### config.mk
export PLATFORM = sky130hd
export DESIGN_NAME = layer_norm_affine
export DESIGN_NICKNAME = d
export VERILOG_FILES = /design/src/rtl/mobilevit_pkg.sv /design/src/rtl/affine_mac_lane.sv /design/src/rtl/layer_norm_affine.sv
export SDC_FILE = /design/constraint.sdc
export NUM_CORES = 1
export LEC_CHECK = 0
export ABC_AREA = 1
export ABC_CLOCK_PERIOD_IN_PS = 9100
export CORE_MARGIN = 4
export CORE_UTILIZATION = 27
export CTS_CLUSTER_SIZE = 12
export DETAILED_ROUTE_END_ITERATION = 10
export PLACE_DENSITY = 0.52
export SYNTH_ARGS = -nofsm -noshare
export SYNTH_HDL_FRONTEND = slang
export SYNTH_SLANG_ARGS = --single-unit
### constraint.sdc
create_clock -name clk -period 9.1 [get_ports clk]
set_input_delay 2.275 -clock clk [delete_from_list [all_inputs] [get_ports clk]]
set_output_delay 2.275 -clock clk [all_outputs]
set_load 0.005 [all_outputs]
### src/rtl/mobilevit_pkg.sv
// Shared types and arithmetic helpers for the MobileViT layer-norm datapath.
// Provides the affine stage FSM state type, signed saturation and rounding helpers.
package mobilevit_pkg;

    typedef enum logic {
        IDLE = 1'b0,
        RUN  = 1'b1
    } state_e;

    // Working width for the round/add/saturate chain; wide enough for a
    // full 2*DATA_WIDTH product plus rounding and beta without overflow.
    localparam int unsigned WIDE_W = 64;

    // Clamp a wide signed value into the range of a `width`-bit signed number.
    function automatic logic signed [WIDE_W-1:0] sat_signed(
        input logic signed [WIDE_W-1:0] value,
        input int unsigned              width
    );
        logic signed [WIDE_W-1:0] hi;
        logic signed [WIDE_W-1:0] lo;
        hi = (64'sd1 <<< (width - 1)) - 64'sd1;
        lo = -(64'sd1 <<< (width - 1));
        if (value > hi) begin
            sat_signed = hi;
        end else if (value < lo) begin
            sat_signed = lo;
        end else begin
            sat_signed = value;
        end
    endfunction

    // Half-LSB constant for round-half-up before dropping `frac` bits.
    function automatic logic signed [WIDE_W-1:0] round_half(
        input int unsigned frac
    );
        round_half = 64'sd1 <<< (frac - 1);
    endfunction

endpackage

### src/rtl/affine_mac_lane.sv
// Two-stage affine lane: S1 registers x*gamma, S2 rounds, adds beta, saturates.
// Ports: issue_i loads S1, adv_i advances S2; out_* is the registered result stream.
module affine_mac_lane #(
    parameter int DATA_WIDTH = 16,
    parameter int FRAC_BITS  = 8,
    parameter int IDX_W      = 3,
    parameter int LAST_IDX   = 7
) (
    input  logic                         clk,
    input  logic                         rst,
    input  logic                         issue_i,
    input  logic                         adv_i,
    input  logic signed [DATA_WIDTH-1:0] x_i,
    input  logic signed [DATA_WIDTH-1:0] gamma_i,
    input  logic        [IDX_W-1:0]      idx_i,
    input  logic signed [DATA_WIDTH-1:0] beta_i,
    output logic                         s1_valid_o,
    output logic        [IDX_W-1:0]      s1_idx_o,
    output logic                         out_valid_o,
    output logic signed [DATA_WIDTH-1:0] out_data_o,
    output logic        [IDX_W-1:0]      out_idx_o,
    output logic                         out_last_o
);
    import mobilevit_pkg::*;

    localparam int PW = 2 * DATA_WIDTH;
    localparam logic [IDX_W-1:0] LAST = IDX_W'(LAST_IDX);

    logic signed [PW-1:0]         x_ext;
    logic signed [PW-1:0]         g_ext;
    logic signed [PW-1:0]         p_d;
    logic signed [PW-1:0]         p_q;
    logic                         s1_valid_q;
    logic        [IDX_W-1:0]      s1_idx_q;
    logic signed [WIDE_W-1:0]     r_wide;
    logic signed [DATA_WIDTH-1:0] res_d;

    logic                         out_valid_q;
    logic signed [DATA_WIDTH-1:0] out_data_q;
    logic        [IDX_W-1:0]      out_idx_q;
    logic                         out_last_q;

    always_comb begin
        x_ext = PW'(x_i);
        g_ext = PW'(gamma_i);
        p_d   = x_ext * g_ext;
    end

    // Arithmetic shift floors, so adding half an LSB first gives ties toward +inf.
    always_comb begin
        r_wide = ((WIDE_W'(p_q) + round_half(FRAC_BITS)) >>> FRAC_BITS)
                 + WIDE_W'(beta_i);
        res_d  = DATA_WIDTH'(sat_signed(r_wide, DATA_WIDTH));
    end

    always_ff @(posedge clk) begin
        if (rst) begin
            s1_valid_q <= 1'b0;
            p_q        <= '0;
            s1_idx_q   <= '0;
        end else if (issue_i) begin
            s1_valid_q <= 1'b1;
            p_q        <= p_d;
            s1_idx_q   <= idx_i;
        end else if (adv_i) begin
            s1_valid_q <= 1'b0;
        end
    end

    always_ff @(posedge clk) begin
        if (rst) begin
            out_valid_q <= 1'b0;
            out_data_q  <= '0;
            out_idx_q   <= '0;
            out_last_q  <= 1'b0;
        end else if (adv_i) begin
            out_valid_q <= s1_valid_q;
            if (s1_valid_q) begin
                out_data_q <= res_d;
                out_idx_q  <= s1_idx_q;
                out_last_q <= (s1_idx_q == LAST);
            end
        end
    end

    assign s1_valid_o  = s1_valid_q;
    assign s1_idx_o    = s1_idx_q;
    assign out_valid_o = out_valid_q;
    assign out_data_o  = out_data_q;
    assign out_idx_o   = out_idx_q;
    assign out_last_o  = out_last_q;

endmodule

### src/rtl/layer_norm_affine.sv
// Per-channel affine y = gamma*x + beta on a captured layer-norm vector, streamed out.
// Ports: param_* writes gamma/beta in IDLE; in_* captures a vector; out_* streams results.
module layer_norm_affine #(
    parameter int DATA_WIDTH = 16,
    parameter int EMBED_DIM  = 8,
    parameter int FRAC_BITS  = 8
) (
    input  logic                                 clk,
    input  logic                                 rst,
    input  logic                                 param_we,
    input  logic        [$clog2(EMBED_DIM)-1:0]  param_addr,
    input  logic signed [DATA_WIDTH-1:0]         gamma_wdata,
    input  logic signed [DATA_WIDTH-1:0]         beta_wdata,
    input  logic                                 in_valid,
    output logic                                 in_ready,
    input  logic signed [DATA_WIDTH-1:0]         in_vec [EMBED_DIM],
    output logic                                 out_valid,
    input  logic                                 out_ready,
    output logic signed [DATA_WIDTH-1:0]         out_data,
    output logic        [$clog2(EMBED_DIM)-1:0]  out_idx,
    output logic                                 out_last,
    output logic                                 busy
);
    import mobilevit_pkg::*;

    localparam int AW = $clog2(EMBED_DIM);
    localparam logic signed [DATA_WIDTH-1:0] GAMMA_ONE =
        {{(DATA_WIDTH-1){1'b0}}, 1'b1} << FRAC_BITS;

    state_e state_q;
    state_e state_d;

    logic signed [DATA_WIDTH-1:0] buf_q   [EMBED_DIM];
    logic signed [DATA_WIDTH-1:0] gamma_q [EMBED_DIM];
    logic signed [DATA_WIDTH-1:0] beta_q  [EMBED_DIM];

    // Extra MSB marks "all channels issued" so the counter parks there.
    logic [AW:0]   k_q;
    logic [AW:0]   k_d;
    logic [AW-1:0] k_idx;

    logic          capture;
    logic          adv;
    logic          issue;
    logic          last_hs;
    logic          s1_valid;
    logic [AW-1:0] s1_idx;

    assign k_idx   = k_q[AW-1:0];
    assign capture = in_valid && in_ready;
    assign adv     = !out_valid || out_ready;
    assign last_hs = out_valid && out_ready && out_last;
    assign issue   = busy && !k_q[AW] && (adv || !s1_valid);

    always_ff @(posedge clk) begin
        if (rst) begin
            state_q <= IDLE;
        end else begin
            state_q <= state_d;
        end
    end

    always_comb begin
        state_d = state_q;
        unique case (state_q)
            IDLE: if (in_valid) state_d = RUN;
            RUN:  if (last_hs)  state_d = IDLE;
            default: state_d = IDLE;
        endcase
    end

    always_comb begin
        in_ready = 1'b0;
        busy     = 1'b0;
        unique case (state_q)
            IDLE: in_ready = 1'b1;
            RUN:  busy     = 1'b1;
            default: begin
                in_ready = 1'b0;
                busy     = 1'b0;
            end
        endcase
    end

    always_comb begin
        k_d = k_q;
        if (capture) begin
            k_d = '0;
        end else if (issue) begin
            k_d = k_q + 1'b1;
        end
    end

    always_ff @(posedge clk) begin
        if (rst) begin
            k_q <= '0;
        end else begin
            k_q <= k_d;
        end
    end

    // Vector payload needs no reset; it is only read after a capture.
    always_ff @(posedge clk) begin
        if (capture) begin
            buf_q <= in_vec;
        end
    end

    // Writes are gated by in_ready so the table cannot change mid-vector.
    always_ff @(posedge clk) begin
        if (rst) begin
            for (int i = 0; i < EMBED_DIM; i++) begin
                gamma_q[i] <= GAMMA_ONE;
                beta_q[i]  <= '0;
            end
        end else if (param_we && in_ready) begin
            gamma_q[param_addr] <= gamma_wdata;
            beta_q[param_addr]  <= beta_wdata;
        end
    end

    affine_mac_lane #(
        .DATA_WIDTH (DATA_WIDTH),
        .FRAC_BITS  (FRAC_BITS),
        .IDX_W      (AW),
        .LAST_IDX   (EMBED_DIM - 1)
    ) u_lane (
        .clk         (clk),
        .rst         (rst),
        .issue_i     (issue),
        .adv_i       (adv),
        .x_i         (buf_q[k_idx]),
        .gamma_i     (gamma_q[k_idx]),
        .idx_i       (k_idx),
        .beta_i      (beta_q[s1_idx]),
        .s1_valid_o  (s1_valid),
        .s1_idx_o    (s1_idx),
        .out_valid_o (out_valid),
        .out_data_o  (out_data),
        .out_idx_o   (out_idx),
        .out_last_o  (out_last)
    );

endmodule

# After elaboration in Yosys (flattened, before gate mapping)

Memory sizes are Yosys's and may differ from the RTL's. A register that Yosys moved wholly into a read port is not among the register bits.
Cells that the tools add are included.

Flip-flop bits (word level): 190
Memory bits (writable): 256
Input port bits: 168
Output and inout port bits: 23
Memories kept: 2

Memories:

| name    | words | bits a word | rd ports | clocked after memory_dff | wr ports | line                    | source |
|---|---|---|---|---|---|---|---|
| beta_q  | 8     | 16          | 1        | 1                        | 8        | layer_norm_affine.sv:35 | `logic signed [DATA_WIDTH-1:0] beta_q [EMBED_DIM];` |
| gamma_q | 8     | 16          | 1        | 1                        | 8        | layer_norm_affine.sv:34 | `logic signed [DATA_WIDTH-1:0] gamma_q [EMBED_DIM];` |

$add $sub $neg: 3
Multipliers: 1
$lt $le $gt $ge: 3
Eq/ne operators: 1
Mux-type cells: 27
Bitwise gates (word level): 2
Reductions and logical operators: 16

Operators by type and width:

| kind                                                                           | number |
|---|---|
| 16-bit 2-to-1 mux                                                              | 6 |
| 16-bit binary-select mux with 3-bit select                                     | 1 |
| 32-bit by 9-bit adder with 33-bit output, second input constant                | 1 |
| 16-bit by 16-bit multiplier with 32-bit output                                 | 1 |
| 16-bit OR reduction                                                            | 2 |
| 25-bit by 16-bit adder with 26-bit output                                      | 1 |
| 26-bit by 16-bit > comparator with 1-bit output, second input constant         | 1 |
| 26-bit by 16-bit less-than comparator with 1-bit output, second input constant | 1 |
| 3-bit 2-to-1 mux                                                               | 6 |
| 1-bit 2-to-1 mux                                                               | 13 |
| 1-bit logical AND                                                              | 6 |
| 4-bit by 1-bit adder with 4-bit output, second input constant                  | 1 |
| 4-bit greater-or-equal comparator, second input constant                       | 1 |
| 3-bit inverter with 4-bit output                                               | 1 |
| 3-bit == test, second input constant                                           | 1 |
| 1-bit zero test                                                                | 3 |
| 1-bit logical OR                                                               | 2 |
| 1-bit case mux with 2 select lines                                             | 1 |
| 2-bit AND reduction                                                            | 1 |
| 2-bit nonzero test                                                             | 1 |
| 2-bit OR reduction                                                             | 1 |
| 1-bit inverter                                                                 | 1 |

# Longest topological paths before layout

Depth in word-level cells: 7
Gate-level depth with buffers: 36
Depth with buffers taken out: 33

# Hierarchy

A second synthesis with hierarchy kept.

Cell total of the unflattened synthesis: 4062
Area, all modules: 32844.0 µm²

By module, submodules not included:

| module            | instances | cells an instance | area each (µm²) | seq. area each (µm²) |
|---|---|---|---|---|
| layer_norm_affine | 1         | 1952              | 17977.2         | 11691.2 |
| affine_mac_lane   | 1         | 2110              | 14866.8         | 1001.0 |

# Worst setup path before layout

No wires, ideal clock.

Kind: input to register
Start point: input in_valid
End point: register (tool-made name)
Arrival: 8527 ps
Required time: 8982 ps
Setup slack: 454 ps
Stages: 6
Cell sequence: inv_1 nor2_1 inv_1 nand2_1 a21oi_1 o21a_1

RTL lines:

| element            | line                    | source |
|---|---|---|
| start: declaration | layer_norm_affine.sv:14 | `input logic in_valid,` |

==> flow_metrics.tcl <==
set metrics [dict create \
    final.setup_skew_ps 70.6 \
    clockBufferDepth 3 \
    rsz0062_at_grt "false" \
    root_buffer "clkbuf_16" \
    maxCapViolCount 0 \
    relSlewSlack 0.347 \
    rrSetupSlack_ps 1150 \
    critPathMaxFanout 46 \
    nFillCells 11793 \
    reg2reg_depth 23 \
    synth_cell_types 55 \
    rows 123 \
    hold_depth 2 \
    yosys.area.top_type "edfxtp_1" \
    io_buffers 190 \
    cts_tree "done" \
    synth.avg_cell_area_um2 8.98 \
    synth-seq-cells 445 \
    detail_route.wl_per_cell_um 17.5 \
    place_hpwl_mm 65.4 \
    grtUsageTotal 0.149 \
    ys_seq_area_frac 0.415 \
    whs_endpoint "k_q[3]$_SDFFE_PP0P_" \
    grt_max_degree 70 \
    cp-end-kind "register" \
    setup_viol 0 \
    topRoutingLayerUsed "met5" \
    hold_viol 0 \
    finalWirelength_mm 89.7 \
    wl_met1_mm 41.6 \
    place_congestion 0.895 \
    grt_pass1_vias 23809 \
    ys.flop_type "edfxtp_1" \
    synthMostInstantiatedCell "nor2_1" \
    synth_area_um2 30700 \
    synth-edff-count 384 \
    grt_pass1_wl_mm 140 \
    hold_start "k_q[3]$_SDFFE_PP0P_" \
    clk_latency_ps 640 \
    period_share 0.874 \
    setup_tns_ps 0 \
    synth_warnings 0 \
    die_y_um 345 \
    fmax_mhz 126 \
    cts_sinks 445 \
    fin_nets 4131 \
    drt_first_iter_violations 1539 \
    drt-vias-per-instance 4.52 \
    worstMarginPinSlew_ps 977 \
    antenna_cells 0 \
    cts_hold_buf 0 \
    cts_setup_buffers 0 \
    synth_common_cells "725 x nor2_1, 569 x inv_1, 489 x nand2_1" \
    vias 23203 \
    antenna_found_initial 2 \
    outcome "complete, no violations" \
    wl_met3_mm 5.91 \
    worstPathArrival_ps 8480 \
    synth-async-reset-ratio 0 \
    synth_top_area_share 0.376 \
    cts_buffers 52 \
    core-area_um2 113000 \
    clkTransAtPathRegs_ps 60 \
    first_pass_iters 5 \
    drc 0 \
    ios 191 \
    die_area_um2 119000 \
    synth_nets 3956 \
    syn_inst 3420 \
    cts_resized 0 \
    grt-ovfl-total 0 \
    wl_met2_mm 40.1 \
    htreeDepth 2 \
    r2r-end "u_lane.p_q[31]$_SDFFE_PP0P_" \
    area_growth_pct 17.5 \
    start_util 0.273 \
    critPathKind "register to register" \
    finalCriticalPeriod_ps 7950 \
    drv_slew 0 \
    min_path_type "register to register" \
    crit_path_start_kind "register" \
    ant_nets 0 \
    drive_gt1_frac 0.0566 \
    final_util 0.320 \
    cp_data_required_time_ps 9630 \
    ys_top_cells_by_area "edfxtp_1 38%, fa_1 17%, nor2_1 8.9%" \
    die_w_um 345 \
]
-- stage by stage --
stage	setup WS [ps]	hold WS [ps]	cells	cell area, um2
after floorplan	454	430	3420	30700
after global placement	1060	442	5041	34400
after detailed placement	1080	455	5041	34400
after CTS	1070	464	5137	36100
after global routing	411	488	5137	36100
final	1150	457	5137	36100
-- cell families after synthesis --
kind of cell | count (synthesis) | share of synthesized area
AO/OA/AOI/OAI | 477 | 0.0876
adder cells (fa/ha/maj) | 368 | 0.214
XOR/XNOR | 56 | 0.0160
buffers and inverters | 715 | 0.0900
flip-flops | 445 | 0.415
AND/OR/NAND/NOR | 1359 | 0.177
-- layer usage --
layer | up-vias | track usage
li1 | 11223 | -
met1 | 11263 | 0.207
met2 | 609 | 0.238
met3 | 106 | 0.0318
met4 | 2 | 0.0362
met5 | - | 0
-- state kept, by name (all words and copies together) (netlist names), named ones only --
signal and flops:
u_lane.out_last_o 1, u_lane.s1_valid_o 1, u_lane.out_valid_o 1, u_lane.s1_idx_o 3, u_lane.out_data_o 16, buf_q 128, k_q 4, beta_q 128
u_lane.p_q 25, state_q 1, gamma_q 128, u_lane.out_idx_o 3
-- cells in the final DEF, fill, tap and decap left out, types with 19 or more instances in the layout --
cell	instances
ha_1	106
a21oi_1	78
fa_1	262
inv_1	568
clkbuf_16	54
nand4_1	19
a31oi_1	27
nand2_1	489
buf_4	55
dfxtp_1	58
xor2_1	42
o22ai_1	73
clkdlybuf4s50_1	190
nor2_1	724
edfxtp_1	384
o21ai_0	239
nand3_1	71
-- area by class of cell --
cell class,instances,area (um2),area share
clock inverters,29,275,0.00763
flip-flops and latches,445,12800,0.354
clock buffers,67,1440,0.0399
multi-input cells,2260,15200,0.421
repair buffers,245,2310,0.0642
well taps,1500,1880,0.0520
inverters,591,2220,0.0615
-- worst max path at each step --
stage | startpoint | to | slack, ps | depth (start not counted)
floorplan | in_valid | register | 450 | 6
global placement | k_q[1]$_SDFFE_PP0P_ | u_lane.p_q[30]$_SDFFE_PP0P_ | 1060 | 23
detailed placement | register | u_lane.p_q[31]$_SDFFE_PP0P_ | 1080 | 23
CTS | k_q[1]$_SDFFE_PP0P_ | u_lane.p_q[31]$_SDFFE_PP0P_ | 1070 | 23
global route | k_q[1]$_SDFFE_PP0P_ | u_lane.p_q[31]$_SDFFE_PP0P_ | 410 | 23
finish | register | u_lane.p_q[31]$_SDFFE_PP0P_ | 1150 | 23
-- worst max-delay path, cell delays in order, from the launching register on --
cell and delay [ps]:
dfxtp_2 560, buf_4 490, o21ai_0 170, o22ai_1 170, inv_1 50, o21ai_0 720, inv_1 440, nor2_1 280
fa_1 570, fa_1 820, inv_1 120, fa_1 510, fa_1 570, fa_1 430, fa_1 490, inv_1 40
ha_1 340, a21oi_1 200, a21boi_0 290, nor2_1 70, a211oi_1 270, a21oi_1 110, nor2_1 130, nor2_1 40
Power is not shown: default switching activity piles up to over one toggle a cycle in this logic, so the estimate is an artifact.
